**src/rtl/fixed_point_div_if.sv**
```systemverilog
// Request/response bundle for fixed_point_div: the master raises a division
// request, the slave returns the registered quotient, status flags and handshake.
interface fixed_point_div_if #(
  parameter int W = 16
);
  logic         start;
  logic         sign;
  logic [W-1:0] a;
  logic [W-1:0] b;
  logic [W-1:0] result;
  logic         busy;
  logic         done;
  logic         overflow;
  logic         underflow;
  logic         div_by_zero;

  modport master (
    output start, sign, a, b,
    input  result, busy, done, overflow, underflow, div_by_zero
  );

  modport slave (
    input  start, sign, a, b,
    output result, busy, done, overflow, underflow, div_by_zero
  );
endinterface

```
**src/rtl/fixed_point_div.sv**
```systemverilog
// Multi-cycle restoring divider for Q(I_P).(F_P) operands, signed or unsigned per request.
// Define FIXED_POINT_DIV_ROUND_EN to add a guard bit and round half away from zero.
module fixed_point_div #(
  parameter int I_P = 2,
  parameter int F_P = 14
) (
  input logic              clk,
  input logic              rst_n,
  fixed_point_div_if.slave bus
);
  localparam int W = I_P + F_P;
`ifdef FIXED_POINT_DIV_ROUND_EN
  localparam int G = 1;
`else
  localparam int G = 0;
`endif
  localparam int N  = W + F_P + G;
  localparam int MW = W + F_P + 1;
  localparam int CW = $clog2(N + 2);

  localparam logic [CW-1:0] LAST    = CW'(N);
  localparam logic [CW-1:0] CNT_ONE = {{(CW-1){1'b0}}, 1'b1};
  localparam logic [W-1:0]  ONE_W   = {{(W-1){1'b0}}, 1'b1};
  localparam logic [W-1:0]  MAX_U   = {W{1'b1}};
  localparam logic [W-1:0]  MAX_S   = {1'b0, {(W-1){1'b1}}};
  localparam logic [W-1:0]  MIN_S   = {1'b1, {(W-1){1'b0}}};
  localparam logic [MW-1:0] LIM_U   = {{(MW-W-1){1'b0}}, 1'b1, {W{1'b0}}};
  localparam logic [MW-1:0] LIM_S   = {{(MW-W){1'b0}}, 1'b1, {(W-1){1'b0}}};

  typedef enum logic [1:0] {IDLE = 2'd0, CALC = 2'd1, FIX = 2'd2} state_t;

  state_t        r_state;
  state_t        w_next;
  logic          r_sign, r_qs, r_a_zero, r_b_zero;
  logic [W-1:0]  r_b_mag;
  logic [W-1:0]  r_rem;
  logic [N-1:0]  r_dvd;
  logic [N-1:0]  r_q;
  logic [MW-1:0] r_mag;
  logic [CW-1:0] r_cnt;
  logic [W-1:0]  r_result;
  logic          r_busy, r_done, r_ovf, r_unf, r_dbz;

  logic          w_accept;
  logic [W-1:0]  w_a_mag, w_b_mag;
  logic [W:0]    w_trial;
  logic [W-1:0]  w_sub;
  logic          w_ge;
  logic [MW-1:0] w_mag_fin;
  logic [W-1:0]  w_res;
  logic          w_ovf, w_unf;

  function automatic logic [W-1:0] mag_of(input logic [W-1:0] v, input logic s);
    logic [W-1:0] m;
    if (s && v[W-1]) m = ~v + ONE_W;
    else             m = v;
    return m;
  endfunction

  // A request arriving while the done pulse is high is deliberately dropped.
  assign w_accept = (r_state == IDLE) && bus.start && !r_done;
  assign w_a_mag  = mag_of(bus.a, bus.sign);
  assign w_b_mag  = mag_of(bus.b, bus.sign);
  assign w_trial  = {r_rem, r_dvd[N-1]};
  assign w_ge     = (w_trial >= {1'b0, r_b_mag});
  assign w_sub    = w_trial[W-1:0] - r_b_mag;

`ifdef FIXED_POINT_DIV_ROUND_EN
  assign w_mag_fin = {1'b0, r_q[N-1:1]} + {{(MW-1){1'b0}}, r_q[0]};
`else
  assign w_mag_fin = {1'b0, r_q};
`endif

  // State register
  always_ff @(posedge clk or negedge rst_n) begin
    if (!rst_n) r_state <= IDLE;
    else        r_state <= w_next;
  end

  // Next-state logic: N iterations plus one rounding cycle in CALC, then FIX
  always_comb begin
    w_next = r_state;
    case (r_state)
      IDLE: if (w_accept) w_next = CALC; else w_next = IDLE;
      CALC: if (r_cnt == LAST) w_next = FIX; else w_next = CALC;
      FIX:  w_next = IDLE;
      default: w_next = IDLE;
    endcase
  end

  // Operand capture and one restoring-division step per CALC cycle
  always_ff @(posedge clk or negedge rst_n) begin
    if (!rst_n) begin
      r_sign   <= 1'b0;
      r_qs     <= 1'b0;
      r_a_zero <= 1'b0;
      r_b_zero <= 1'b0;
      r_b_mag  <= {W{1'b0}};
      r_rem    <= {W{1'b0}};
      r_dvd    <= {N{1'b0}};
      r_q      <= {N{1'b0}};
      r_mag    <= {MW{1'b0}};
      r_cnt    <= {CW{1'b0}};
    end else if (w_accept) begin
      r_sign   <= bus.sign;
      r_qs     <= bus.sign & (bus.a[W-1] ^ bus.b[W-1]);
      r_a_zero <= (bus.a == {W{1'b0}});
      r_b_zero <= (bus.b == {W{1'b0}});
      r_b_mag  <= w_b_mag;
      r_rem    <= {W{1'b0}};
      r_dvd    <= {w_a_mag, {(F_P+G){1'b0}}};
      r_q      <= {N{1'b0}};
      r_cnt    <= {CW{1'b0}};
    end else if (r_state == CALC) begin
      if (r_cnt == LAST) begin
        r_mag <= w_mag_fin;
      end else begin
        r_rem <= w_ge ? w_sub : w_trial[W-1:0];
        r_dvd <= {r_dvd[N-2:0], 1'b0};
        r_q   <= {r_q[N-2:0], w_ge};
        r_cnt <= r_cnt + CNT_ONE;
      end
    end
  end

  // Range check, saturation and sign application of the final magnitude
  always_comb begin
    w_res = {W{1'b0}};
    w_ovf = 1'b0;
    w_unf = 1'b0;
    if (r_b_zero) begin
      w_ovf = 1'b1;
      if (!r_sign)   w_res = MAX_U;
      else if (r_qs) w_res = MIN_S;
      else           w_res = MAX_S;
    end else if (!r_sign) begin
      if (r_mag >= LIM_U) begin w_ovf = 1'b1; w_res = MAX_U; end
      else                w_res = r_mag[W-1:0];
    end else if (!r_qs) begin
      if (r_mag >= LIM_S) begin w_ovf = 1'b1; w_res = MAX_S; end
      else                w_res = r_mag[W-1:0];
    end else begin
      if (r_mag > LIM_S) begin w_ovf = 1'b1; w_res = MIN_S; end
      else               w_res = ~r_mag[W-1:0] + ONE_W;
    end
    if (!r_b_zero && !r_a_zero && !w_ovf && (r_mag == {MW{1'b0}})) begin
      w_unf = 1'b1;
      w_res = r_qs ? MAX_U : ONE_W;
    end else begin
      w_unf = 1'b0;
    end
  end

  // Registered outputs: results load on leaving FIX and hold until the next completion
  always_ff @(posedge clk or negedge rst_n) begin
    if (!rst_n) begin
      r_result <= {W{1'b0}};
      r_busy   <= 1'b0;
      r_done   <= 1'b0;
      r_ovf    <= 1'b0;
      r_unf    <= 1'b0;
      r_dbz    <= 1'b0;
    end else if (w_accept) begin
      r_busy <= 1'b1;
      r_done <= 1'b0;
    end else if (r_state == FIX) begin
      r_busy   <= 1'b0;
      r_done   <= 1'b1;
      r_result <= w_res;
      r_ovf    <= w_ovf;
      r_unf    <= w_unf;
      r_dbz    <= r_b_zero;
    end else begin
      r_done <= 1'b0;
    end
  end

  assign bus.result      = r_result;
  assign bus.busy        = r_busy;
  assign bus.done        = r_done;
  assign bus.overflow    = r_ovf;
  assign bus.underflow   = r_unf;
  assign bus.div_by_zero = r_dbz;
endmodule

```
**src/flat_wrapper.sv**
```systemverilog
// flat-port wrapper written by rule: the top's interface ports become plain ports
module fixed_point_div_flat 
#(
  parameter int I_P = 2,
  parameter int F_P = 14
)
  (clk, rst_n, bus_start, bus_sign, bus_a, bus_b, bus_result, bus_busy, bus_done, bus_overflow, bus_underflow, bus_div_by_zero);
  fixed_point_div_if #(.W((I_P + F_P))) bus_i ();
  input logic clk;
  input logic rst_n;
  input wire logic [$bits(bus_i.start)-1:0] bus_start;
  input wire logic [$bits(bus_i.sign)-1:0] bus_sign;
  input wire logic [$bits(bus_i.a)-1:0] bus_a;
  input wire logic [$bits(bus_i.b)-1:0] bus_b;
  output wire logic [$bits(bus_i.result)-1:0] bus_result;
  output wire logic [$bits(bus_i.busy)-1:0] bus_busy;
  output wire logic [$bits(bus_i.done)-1:0] bus_done;
  output wire logic [$bits(bus_i.overflow)-1:0] bus_overflow;
  output wire logic [$bits(bus_i.underflow)-1:0] bus_underflow;
  output wire logic [$bits(bus_i.div_by_zero)-1:0] bus_div_by_zero;
  assign bus_i.start = bus_start;
  assign bus_i.sign = bus_sign;
  assign bus_i.a = bus_a;
  assign bus_i.b = bus_b;
  assign bus_result = bus_i.result;
  assign bus_busy = bus_i.busy;
  assign bus_done = bus_i.done;
  assign bus_overflow = bus_i.overflow;
  assign bus_underflow = bus_i.underflow;
  assign bus_div_by_zero = bus_i.div_by_zero;
  fixed_point_div #(.I_P(I_P), .F_P(F_P)) u_core (.clk(clk), .rst_n(rst_n), .bus(bus_i));
endmodule
```
**config.mk**
```make
export PLATFORM = sky130hd
export DESIGN_NAME = fixed_point_div_flat
export DESIGN_NICKNAME = d
export VERILOG_FILES = /design/src/rtl/fixed_point_div_if.sv /design/src/rtl/fixed_point_div.sv /design/src/flat_wrapper.sv
export SDC_FILE = /design/constraint.sdc
export NUM_CORES = 1
export LEC_CHECK = 0
export ABC_CLOCK_PERIOD_IN_PS = 5600
export CAP_MARGIN = 20
export CORE_UTILIZATION = 30
export DETAILED_ROUTE_END_ITERATION = 12
export SLEW_MARGIN = 10
export SYNTH_ARGS = -nofsm -noshare
export SYNTH_HDL_FRONTEND = slang
export SYNTH_SLANG_ARGS = --single-unit
```
**constraint.sdc**
```tcl
create_clock -name clk -period 5.6 [get_ports clk]
set_clock_uncertainty 0.15 [all_clocks]
set_input_delay 1.12 -clock clk [delete_from_list [all_inputs] [get_ports clk]]
set_output_delay 1.12 -clock clk [all_outputs]
set_load 0.01 [all_outputs]
```
After elaboration in Yosys (flattened, before gate mapping). Index checks and enable logic that the tools add are counted. W data, S select, Z words.

Equality and inequality tests: 4. Mux-type cells: 39. Reductions and logical operators: 20. Order comparisons: 4. Bitwise operators: 6. Add/subtract/negate cells: 5.

Operators with widths (number): $mux W16 (16); $mux W30 (6); $add A16 B1 Y16 const B (3); $not A16 Y16 (3); $logic_not A16 Y1 (2); $logic_not A31 Y1 (1); $ge A30 B16 Y1 const B (1); $ge A30 B17 Y1 const B (1); $gt A30 B16 Y1 const B (1); $ge A17 B16 Y1 (1); $sub A16 B16 Y16 (1); $mux W5 (3); $mux W1 (12); $logic_and A1 B1 Y1 (7); $add A5 B1 Y5 const B (1); $eq A5 B5 Y1 const B (1); $logic_not A1 Y1 (4); $pmux W2 S2 (1); $reduce_and A2 Y1 (2); $reduce_bool A2 Y1 (2); $reduce_and A3 Y1 (1); $eq A2 B1 Y1 const B (1); $eq A2 B2 Y1 const B (1); $logic_not A2 Y1 (1); 5 further kinds (5).

Bits of input ports: 36. Register bits after elaboration: 154. Output and inout bits: 21.

Depth between registers and ports, before layout. Gate-level depths: netlist of run 1.

Word-level depth: 9. Gate-level depth with buffers: 12.

Least setup slack after synthesis of run 1. No wires, ideal clock.

Kind: in2reg. From: input bus_a[8]. To: register u_core.r_dvd[28]. Arrival: 2525 ps. Required time: 5321 ps. Stages: 5. Path slack: 2797 ps. Path through: or4_1 > or3_1 > o41ai_1 > xor2_1 > o21ai_1.

Cells in the longest elaborated chain, start to end: 4.

RTL lines: start, declared (line flat_wrapper.sv:13) `input wire logic [$bits(bus_i.a)-1:0] bus_a;`; $not A16 Y16 (line fixed_point_div.sv:55) `if (s && v[W-1]) m = ~v + ONE_W;`; $add A16 B1 Y16 (line fixed_point_div.sv:55); $mux W16 (line fixed_point_div.sv:55); $mux W30 (line fixed_point_div.sv:104) `end else if (w_accept) begin`; end signal, assigned (line fixed_point_div.sv:100) `r_dvd <= {N{1'b0}};`; end signal, assigned (line fixed_point_div.sv:111) `r_dvd <= {w_a_mag, {(F_P+G){1'b0}}};`; end signal, assigned (line fixed_point_div.sv:119) `r_dvd <= {r_dvd[N-2:0], 1'b0};`; end, declared (line fixed_point_div.sv:37) `logic [N-1:0] r_dvd;`.

No other way between the ends. A chain may end at the register's enable or synchronous reset.

Worst setup path in the final report of run 1.
From: register u_core.r_rem[3]. To: register u_core.r_rem[1].

Cells in the longest elaborated chain, start to end: 5.

RTL lines: start, declared (line fixed_point_div.sv:36) `logic [W-1:0] r_rem;`; start signal, assigned (line fixed_point_div.sv:99) `r_rem <= {W{1'b0}};`; start signal, assigned (line fixed_point_div.sv:110) `r_rem <= {W{1'b0}};`; start signal, assigned (line fixed_point_div.sv:118) `r_rem <= w_ge ? w_sub : w_trial[W-1:0];`; $ge A17 B16 Y1 (line fixed_point_div.sv:65) `assign w_ge = (w_trial >= {1'b0, r_b_mag});`; $mux W16 (line fixed_point_div.sv:118); $mux W16 (line fixed_point_div.sv:115) `if (r_cnt == LAST) begin`; $mux W16 (line fixed_point_div.sv:114) `end else if (r_state == CALC) begin`; $mux W16 (line fixed_point_div.sv:104).

No other way between the ends. The select of a mux whose other input is x is not followed.

==> results of run 1 <==
synth_stat cells (7+ instances only):
cell type  number
dfrtp_1       140
mux2_2         29
inv_1          32
nor3_1          9
o311ai_1       14
nand3_1        42
clkbuf_1       34
nor2_1         37
ha_1           21
xor2_1         18
o31ai_1         8
mux2i_1        15
o21ai_0        61
nand4_1         7
nand2b_1       12
xnor2_1        23
nor4_1          8
a22oi_1        14
a21oi_1        52
nand2_1       150
flip-flops by register name (all words and copies together) (netlist names), 2 cells and up:
name / flops
u_core.r_dvd: 16
u_core.r_rem: 16
u_core.bus.result: 16
u_core.r_state: 2
u_core.r_mag: 30
u_core.r_q: 30
u_core.r_cnt: 5
u_core.r_b_mag: 16
cells by family (layout without fill, tap and decap cells):
kind of cell | count (synthesis) | after routing | share of synthesized area
flip-flops | 140 | 140 | 0.462
XOR/XNOR | 41 | 41 | 0.0474
multiplexers | 44 | 44 | 0.0629
AND/OR/NAND/NOR | 303 | 303 | 0.193
buffers and inverters | 76 | 128 | 0.0413
adder cells (fa/ha/maj) | 22 | 22 | 0.0373
AO/OA/AOI/OAI | 189 | 189 | 0.156
layer usage:
layer  track usage  vias to the layer above  part of all wire
met5             0                        -                 0
met4        0.0545                        0             0.020
met3        0.0287                       25             0.027
met2         0.234                       81              0.49
met1         0.186                     2944              0.46
li1              -                     2977                 -
worst min path at each step:
stage	slack, ns	end	cells past startpoint
2_1_floorplan	0.30	u_core.r_b_mag[10]$_DFFE_PN0P_	2
3_3_place_gp	0.31	u_core.bus.div_by_zero$_DFFE_PN0P_	2
3_5_place_dp	0.31	u_core.bus.div_by_zero$_DFFE_PN0P_	2
4_1_cts	0.33	u_core.bus.div_by_zero$_DFFE_PN0P_	2
5_1_grt	0.35	u_core.r_b_mag[6]$_DFFE_PN0P_	2
6_report	0.32	u_core.bus.div_by_zero$_DFFE_PN0P_	2
stage by stage:
stage                     cell area, µm²  instances  worst slack [ns]
after global routing                9030       1191              1.81
after CTS                           9030       1191              2.05
after detailed placement            8430       1159              1.96
after floorplan                     7580        815              2.80
final                               9030       1191              2.06
after global placement              8430       1159              1.98
critical path: stages, from the launching register on:
cell and delay [ns]:
dfrtp_1 0.40, ha_1 0.38, o211ai_1 0.12, a21o_1 0.18, a21oi_1 0.40, o21ai_1 0.22, a22oi_1 0.89, buf_4 0.36
mux2i_1 0.23, a22o_1 0.15
layout make-up:
type | count | area [µm²] | area share
inverter | 32 | 120 | 0.0133
tap | 324 | 405 | 0.0449
clock inverter | 10 | 139 | 0.0154
clock buffer | 22 | 464 | 0.0514
timing repair buffer | 64 | 622 | 0.0689
multi-input combinational | 599 | 3780 | 0.418
sequential | 140 | 3500 | 0.388
power by group:
| part | internal (mW) | switching [mW] | leakage (nW) |
|---|---|---|---|
| sequential | 1.43 | 0.336 | 1.82 |
| combinational | 1.32 | 1.82 | 1.89 |
| clock | 0.724 | 0.425 | 0.283 |
| total | 3.47 | 2.58 | 3.99 |
==> flow_metrics.env, run 1 <==
export IMPL_grt_pass1_vias=5931
export IMPL_postCtsSetupBuffers=0
export IMPL_endpoint="u_core.r_rem[1]$_DFFE_PN0P_"
export IMPL_async_flop_share=1.00
export IMPL_antenna_cells=0
export IMPL_globalplace_congestion=0.853
export IMPL_synth_top_cell_area_share=0.462
export IMPL_crit_type="reg2reg"
export IMPL_powerDensity_nw_per_um2=670
export IMPL_area_delta_synth_final_pct=19.2
export IMPL_cts_sink_count=140
export IMPL_worstPathMaxFanout=10
export IMPL_dp_hpwl_mm=12.1
export IMPL_startpoint="u_core.r_rem[3]$_DFFE_PN0P_"
export IMPL_crit_path_start_kind="flop"
export IMPL_layout_common_cells="150 x nand2_1, 140 x dfrtp_1, 61 x o21ai_0, 55 x clkdlybuf4s50_1, 52 x a21oi_1"
export IMPL_total_power_mw=6.05
export IMPL_timing_rr_end="u_core.r_rem[1]$_DFFE_PN0P_"
export IMPL_grt_max_degree=106
export IMPL_min_from="u_core.bus.div_by_zero$_DFFE_PN0P_"
export IMPL_synth_area_top_cells="dfrtp_1 46%, nand2_1 7.4%, mux2_2 4.3%"
export IMPL_worst_setup_path_end_kind="flop"
export IMPL_clockBufferDepth=2
export IMPL_synth_edf_count=0
export IMPL_final_hold_viol_count=0
export IMPL_worstPathRequired_ns=5.80
export IMPL_crit_arrival_ns=3.75
export IMPL_rows=57
export IMPL_dieArea_um2=25900
export IMPL_antenna_found_initial=0
export IMPL_ir_drop_mv=0.350
export IMPL_vias=6027
export IMPL_post_cts_resized=0
export IMPL_routed_via_density=5.06
export IMPL_firstDrtPassIters=5
export IMPL_die_y_um=161
export IMPL_post_route_period_util=0.633
export IMPL_cts_root_buf="clkbuf_16"
export IMPL_drv_cap=0
export IMPL_initialDrtViolationCount=510
export IMPL_grt_first_pass_wirelength_mm=30.0
export IMPL_whs_ns=0.324
export IMPL_reg2reg_slack_ns=2.06
export IMPL_synth_top_flop_cell="dfrtp_1"
export IMPL_slew_viol_final=0
export IMPL_grt_setup_unrepaired="false"
export IMPL_cts_hold_buf=0
export IMPL_worstSkewPairLatency_ns=0.42
export IMPL_synth_seq_area_share=0.462
export IMPL_final_nets=912
export IMPL_cts_buffers=17
export IMPL_final_util=0.368
export IMPL_p_leak_nw=3.99
export IMPL_synth_area_um2=7580
export IMPL_clk_pin_slew_ns=0.06
export IMPL_start_util=0.309
export IMPL_syn_num_nets=873
export IMPL_fin_crit_ns=3.54
export IMPL_htreeDepth=4
export IMPL_core_um2=24500
export IMPL_r2r_start="u_core.r_rem[3]$_DFFE_PN0P_"
export IMPL_grt_util_all_layers=0.143
export IMPL_drc=0
export IMPL_drive_above_1_share=0.0992
export IMPL_synth_cell_types=66
export IMPL_yosysWarnings=0
export IMPL_finalSetupTns_ns=0
export IMPL_reg2regPathDepth=9
export IMPL_synthCells=815
export IMPL_worstMarginPinSlew_ns=1.13
export IMPL_io_pins=57
export IMPL_fillers=2483
export IMPL_synth_area_leader_cell="dfrtp_1"
export IMPL_overflow=0
export IMPL_min_path_type="reg2reg"
export IMPL_port_buffers=56
export IMPL_wl_per_cell_um=14.7
export IMPL_cts_tree="done"
export IMPL_final_common_cell="nand2_1"
export IMPL_status="complete, no violations"
export IMPL_setup_viol=0
export IMPL_antenna_left=0
export IMPL_synth_seq_cells=140
export IMPL_syn_avg_cell_area_um2=9.30
export IMPL_drt_total_wl_mm=17.5
export IMPL_fmax_mhz=282
export IMPL_die_x_um=161
export IMPL_slew_headroom=0.248
(Power assumes the default switching activity.)
==> inputs of run 2 (changes only) <==
- ABC_CLOCK_PERIOD_IN_PS: 5600 -> 3700
- clock period: 5.6 -> 3.7 ns (I/O delays scaled with it)
==> run 2 against run 1 <==
Effect of this change:
- critical path depth is the same
- power increased by 51%
- sequential share of layout area is 0.19 points lower
- combinational power up 51%
- sequential power grew 51%
- largest power group unchanged
- routed wire length is 1.6% lower
- first-iteration DRC count shrank 39%
- critical path type unchanged
- die area is the same
- non-clock buffer count rose by 4
- utilization grew 0.18 points
- register-to-register slack got worse by 1.4 ns
==> flow_metrics.env, run 2 (same netlist as run 1, synthesis figures left out) <==
export IMPL_cts_sink_count=140
export IMPL_overflow=0
export IMPL_p_comb_frac=0.519
export IMPL_place_ws_ns=0.495
export IMPL_cts_hold_buf=0
export IMPL_antenna_left=0
export IMPL_post_route_period_util=0.824
export IMPL_total_power_mw=9.12
export IMPL_min_path_type="in2async"
export IMPL_core_um2=24500
export IMPL_crit_path_start_kind="flop"
export IMPL_postCtsSetupBuffers=0
export IMPL_grt_max_degree=66
export IMPL_fmax_mhz=328
export IMPL_critical_path_slowest_cell="a21oi_1"
export IMPL_area_delta_synth_final_pct=19.7
export IMPL_vias=5997
export IMPL_fin_area_um2=9070
export IMPL_powerDensity_nw_per_um2=1000
export IMPL_finalSetupTns_ns=0
export IMPL_cts_root_buf="clkbuf_16"
export IMPL_start_util=0.309
export IMPL_status="complete, no violations"
export IMPL_io_pins=57
export IMPL_grt_util_all_layers=0.140
export IMPL_clk_pin_slew_ns=0.06
export IMPL_firstDrtPassIters=5
export IMPL_worst_slack_ns=0.651
export IMPL_power_frac_clock=0.190
export IMPL_globalplace_congestion=0.802
export IMPL_final_hold_viol_count=0
export IMPL_post_cts_resized=0
export IMPL_ir_drop_mv=0.628
export IMPL_htreeDepth=4
export IMPL_internal_power_mw=5.21
export IMPL_worstSkewPairLatency_ns=0.42
export IMPL_grt_first_pass_wirelength_mm=29.3
export IMPL_cts_tree="done"
export IMPL_dieArea_um2=25900
export IMPL_drc=0
export IMPL_worst_setup_path_end_kind="flop"
export IMPL_cpPeakStageDelay_ns=0.41
export IMPL_postPlaceCellArea_um2=8470
export IMPL_p_leak_nw=4.03
export IMPL_worstMarginPinSlew_ns=0.751
export IMPL_final_nets=916
export IMPL_cts_buffers=17
export IMPL_swShare=0.429
export IMPL_multi_input_area_um2=3780
export IMPL_power_frac_seq=0.291
export IMPL_rows=57
export IMPL_setup_viol=0
export IMPL_crit_arrival_ns=3.25
export IMPL_fillers=2492
export IMPL_slew_viol_final=0
export IMPL_drive_above_1_share=0.107
export IMPL_crit_type="reg2reg"
export IMPL_antenna_found_initial=0
export IMPL_grt_setup_unrepaired="false"
export IMPL_worstPathMaxFanout=14
export IMPL_die_x_um=161
export IMPL_ff_latch_area_um2=3500
export IMPL_drv_cap=0
export IMPL_grt_pass1_vias=5688
export IMPL_dp_hpwl_mm=12.0
export IMPL_largestRegisters="u_core.r_mag x30, u_core.r_q x30"
export IMPL_die_y_um=161
export IMPL_slew_headroom=0.498
export IMPL_cp_cell_sequence="ha_1, o211ai_1, a21o_1, a21oi_1, o21ai_1, a22oi_1, buf_4, mux2i_1, a22o_1"
export IMPL_initialDrtViolationCount=310
export IMPL_antenna_cells=0
export IMPL_worstPathRequired_ns=3.90
export IMPL_drt_total_wl_mm=17.2
export IMPL_port_buffers=56
export IMPL_wl_per_cell_um=14.4
export IMPL_clockBufferDepth=2
export IMPL_routed_via_density=5.02
export IMPL_layout_common_cells="150 x nand2_1, 140 x dfrtp_1, 61 x o21ai_0, 55 x clkdlybuf4s50_1, 52 x a21oi_1"
export IMPL_final_common_cell="nand2_1"
export IMPL_switchingPower_mw=3.91
export IMPL_fin_crit_ns=3.05
[run 2: changes by cell type in the layout (fill, tap and decap cells not counted)]
cell and change:
buf_12 +1, bufinv_16 -1, clkinvlp_4 -3, clkinv_4 +3, buf_4 +3, clkinv_2 -1
clkbuf_1 -3, inv_6 +5
[run 2: layer usage]
layer,part of all wire,GRT usage,up-vias
met3,0.016,0.0176,20
met1,0.47,0.185,2925
met4,0.019,0.0600,0
li1,-,-,2974
met2,0.49,0.230,78
met5,0,0,-
[run 2: power by group through the flow]
stage                     logic (mW)  registers [mW]  clock network, mW
after global placement          4.64            2.67                  0
after CTS                       4.74            2.65               1.77
after global routing            5.32            2.74               1.84
after detailed placement        4.72            2.68                  0
after floorplan                 3.78            2.53                  0
final                           4.73            2.66               1.73
[run 2: cell type report]
cell class / count / share of cell area
Multi-Input combinational cell: 599 / 0.416
Sequential cell: 140 / 0.386
Timing Repair Buffer: 68 / 0.0732
Clock buffer: 19 / 0.0499
Tap cell: 324 / 0.0447
Clock inverter: 13 / 0.0167
Inverter: 32 / 0.0132
[run 2: stage by stage]
stage | instances | util | hold slack, ns
floorplan | 815 | - | 0.294
global placement | 1163 | 0.345 | 0.310
detailed placement | 1163 | 0.345 | 0.316
CTS | 1195 | 0.370 | 0.168
global route | 1195 | 0.370 | 0.193
finish | 1195 | 0.370 | 0.143
[run 2: path summary, 6_finish.rpt]
| check | from | to | slack (ns) | depth (start not counted) |
|---|---|---|---|---|
| min in group clk | u_core.r_b_mag[9]$_DFFE_PN0P_ | u_core.r_b_mag[9]$_DFFE_PN0P_ | 0.33 | 2 |
| max in group asynchronous | rst_n | u_core.r_cnt[4]$_DFFE_PN0P_ | 2.50 | 2 |
| worst min-delay path | rst_n | u_core.r_mag[1]$_DFFE_PN0P_ | 0.14 | 1 |
| worst max register to register | u_core.r_rem[1]$_DFFE_PN0P_ | u_core.r_rem[1]$_DFFE_PN0P_ | 0.65 | 9 |
| worst max-delay path | u_core.r_rem[1]$_DFFE_PN0P_ | u_core.r_rem[1]$_DFFE_PN0P_ | 0.65 | 9 |
| worst min register to register | u_core.r_b_mag[9]$_DFFE_PN0P_ | u_core.r_b_mag[9]$_DFFE_PN0P_ | 0.33 | 2 |
[run 2: worst max-delay path, delay by kind of cell, from the launching register on]
kind / cells / cell delay [ns]
compound gates: 6 / 1.45
fa+ha+maj: 1 / 0.37
mux: 1 / 0.24
flops: 1 / 0.40
buf+inv: 1 / 0.36
==> inputs of run 3 (changes only) <==
- ABC_CLOCK_PERIOD_IN_PS: 3700 -> 2700
- clock period: 3.7 -> 2.7 ns (I/O delays scaled with it)
==> run 3 against run 2 <==
Effect of this change:
- largest power group unchanged
- global-route usage rose by 0.76 points
- flip-flop and latch count did not move
- register-to-register slack got worse by 0.49 ns
- sequential power rose by 36%
- sequential share of layout area fell by 1.7 points
- hold slack improved by 0.18 ns
- routed wire length rose by 4.8%
- non-clock buffer count rose by 46
- clock power rose by 38%
- worst setup slack got worse by 0.49 ns
- cell count rose by 3.8%
- first-iteration DRC count rose by 37%
==> flow_metrics.env, run 3 (same netlist as run 1, synthesis figures left out) <==
export IMPL_endpoint="u_core.r_rem[7]$_DFFE_PN0P_"
export IMPL_dieArea_um2=25900
export IMPL_largestRegisters="u_core.r_mag x30, u_core.r_q x30"
export IMPL_p_comb_frac=0.548
export IMPL_grt_max_degree=54
export IMPL_die_x_um=161
export IMPL_cp_depth=9
export IMPL_r2r_start="u_core.r_rem[2]$_DFFE_PN0P_"
export IMPL_grt_setup_unrepaired="true"
export IMPL_powerDensity_nw_per_um2=1400
export IMPL_path_buf_inv=1
export IMPL_crit_arrival_ns=2.68
export IMPL_cts_tree="done"
export IMPL_place_ws_ns=-0.0716
export IMPL_cts_sink_count=140
export IMPL_antenna_cells=0
export IMPL_cts_buffers=17
export IMPL_total_power_mw=13.3
export IMPL_worstMarginPinSlew_ns=0.694
export IMPL_ir_drop_mv=0.657
export IMPL_final_nets=962
export IMPL_final_common_cell="nand2_1"
export IMPL_worst_slack_ns=0.162
export IMPL_critical_path_slowest_cell="dfrtp_1"
export IMPL_dp_cells=1208
export IMPL_reg2regPathDepth=9
export IMPL_post_route_period_util=0.940
export IMPL_wl_per_cell_um=14.6
export IMPL_grt_first_pass_wirelength_mm=30.8
export IMPL_finalSetupTns_ns=0
export IMPL_grt_pass1_vias=6136
export IMPL_min_path_type="reg2reg"
export IMPL_reg2reg_slack_ns=0.16
export IMPL_core_um2=24500
export IMPL_slew_viol_final=0
export IMPL_status="complete, no violations"
export IMPL_routed_via_density=4.99
export IMPL_antenna_left=0
export IMPL_die_y_um=161
export IMPL_fillers=2436
export IMPL_rows=57
export IMPL_setup_viol=0
export IMPL_drt_total_wl_mm=18.1
export IMPL_crit_path_start_kind="flop"
export IMPL_power_frac_seq=0.272
export IMPL_initialDrtViolationCount=426
export IMPL_drive_above_1_share=0.158
export IMPL_port_buffers=56
export IMPL_p_leak_nw=4.28
export IMPL_worstSkewPairLatency_ns=0.42
export IMPL_postCtsSetupBuffers=0
export IMPL_area_delta_synth_final_pct=25.4
export IMPL_fin_crit_ns=2.54
export IMPL_drc=0
export IMPL_stdcell_count=1241
export IMPL_overflow=0
export IMPL_io_pins=57
export IMPL_layout_common_cells="150 x nand2_1, 140 x dfrtp_1, 61 x o21ai_0, 55 x clkdlybuf4s50_1, 53 x buf_4"
export IMPL_clockBufferDepth=2
export IMPL_firstDrtPassIters=5
export IMPL_cp_cell_sequence="ha_1, o211ai_1, a21o_1, a21oi_2, o21ai_1, a22oi_1, buf_4, mux2i_2, o22ai_1"
export IMPL_cts_root_buf="clkbuf_16"
export IMPL_worstPathMaxFanout=8
export IMPL_start_util=0.309
export IMPL_drv_cap=0
export IMPL_antenna_found_initial=0
export IMPL_timing_rr_end="u_core.r_rem[7]$_DFFE_PN0P_"
export IMPL_worstPathRequired_ns=2.84
export IMPL_globalplace_congestion=0.843
export IMPL_startpoint="u_core.r_rem[2]$_DFFE_PN0P_"
export IMPL_switchingPower_mw=5.62
export IMPL_crit_family="compound AO/OA/AOI/OAI gates"
export IMPL_swShare=0.422
export IMPL_final_util=0.387
export IMPL_slew_headroom=0.537
export IMPL_vias=6192
export IMPL_internal_power_mw=7.69
export IMPL_cpPeakStageDelay_ns=0.41
export IMPL_dp_hpwl_mm=13.0
export IMPL_final_hold_viol_count=0
export IMPL_worst_setup_path_end_kind="flop"
export IMPL_crit_type="reg2reg"
export IMPL_htreeDepth=4
export IMPL_grt_util_all_layers=0.148
export IMPL_clk_pin_slew_ns=0.06
export IMPL_fmax_mhz=394
export IMPL_power_frac_clock=0.180
==> run 3: changes by cell type in the layout (fill, tap and decap cells not counted), moves of 2 or more <==
cell	delta
a21oi_2	+2
clkinvlp_4	+2
buf_4	+42
buf_12	+3
a21oi_1	-2
inv_6	-3
clkbuf_8	+2
==> run 3: layout make-up <==
class                   instances  area [µm²]  area share
flip-flops and latches        140        3500       0.369
clock buffers                  21         480      0.0505
multi-input cells             599        3810       0.401
clock inverters                11         131      0.0138
repair buffers                114        1050       0.110
inverters                      32         120      0.0126
well taps                     324         405      0.0426
==> run 3: power groups by stage <==
stage / logic [mW] / registers (mW) / clock network [mW]
after global placement: 7.05 / 3.63 / 0
after detailed placement: 7.14 / 3.65 / 0
final: 7.30 / 3.61 / 2.39
after CTS: 7.20 / 3.62 / 2.44
after floorplan: 5.18 / 3.47 / 0
after global routing: 8.10 / 3.73 / 2.53
==> run 3: how the worst min path moves through the flow <==
| stage | startpoint | endpoint | slack [ns] | cells past startpoint |
|---|---|---|---|---|
| 2_1_floorplan | rst_n | u_core.bus.busy$_DFFE_PN0P_ | 0.09 | 0 |
| 3_3_place_gp | u_core.bus.div_by_zero$_DFFE_PN0P_ | u_core.bus.div_by_zero$_DFFE_PN0P_ | 0.31 | 2 |
| 3_5_place_dp | u_core.bus.div_by_zero$_DFFE_PN0P_ | u_core.bus.div_by_zero$_DFFE_PN0P_ | 0.32 | 2 |
| 4_1_cts | u_core.bus.div_by_zero$_DFFE_PN0P_ | u_core.bus.div_by_zero$_DFFE_PN0P_ | 0.33 | 2 |
| 5_1_grt | u_core.r_b_mag[5]$_DFFE_PN0P_ | u_core.r_b_mag[5]$_DFFE_PN0P_ | 0.36 | 2 |
| 6_report | u_core.bus.div_by_zero$_DFFE_PN0P_ | u_core.bus.div_by_zero$_DFFE_PN0P_ | 0.33 | 2 |
==> run 3: worst register-to-register path, delay by kind of cell, from the launching register on <==
family | cells | cell delay, ns
AOI/OAI and AO/OA | 6 | 0.96
adders and majority gates | 1 | 0.40
buffers and inverters | 1 | 0.24
DFF | 1 | 0.41
muxes | 1 | 0.26
==> run 3: what timing repair did <==
item | CTS | global route
endpoints found under the hold margin | 41 | 0
resized for setup | 0 | 9
hold buffers | 1 | 0
endpoints found under the setup margin | 0 | 18
==> run 3: per-stage QoR <==
stage               hold slack [ns]  instance area (µm²)
finish                        0.328                 9510
global route                  0.359                 9510
CTS                           0.332                 9470
detailed placement            0.319                 8850
global placement              0.312                 8850
floorplan                    0.0944                 7580
==> run 3: layer usage <==
metal,GRT usage,up-vias,routed length (µm)
met5,0,-,0
met4,0.0433,0,213
met3,0.0294,15,441
met2,0.248,76,8910
met1,0.191,3035,8490
li1,-,3066,-
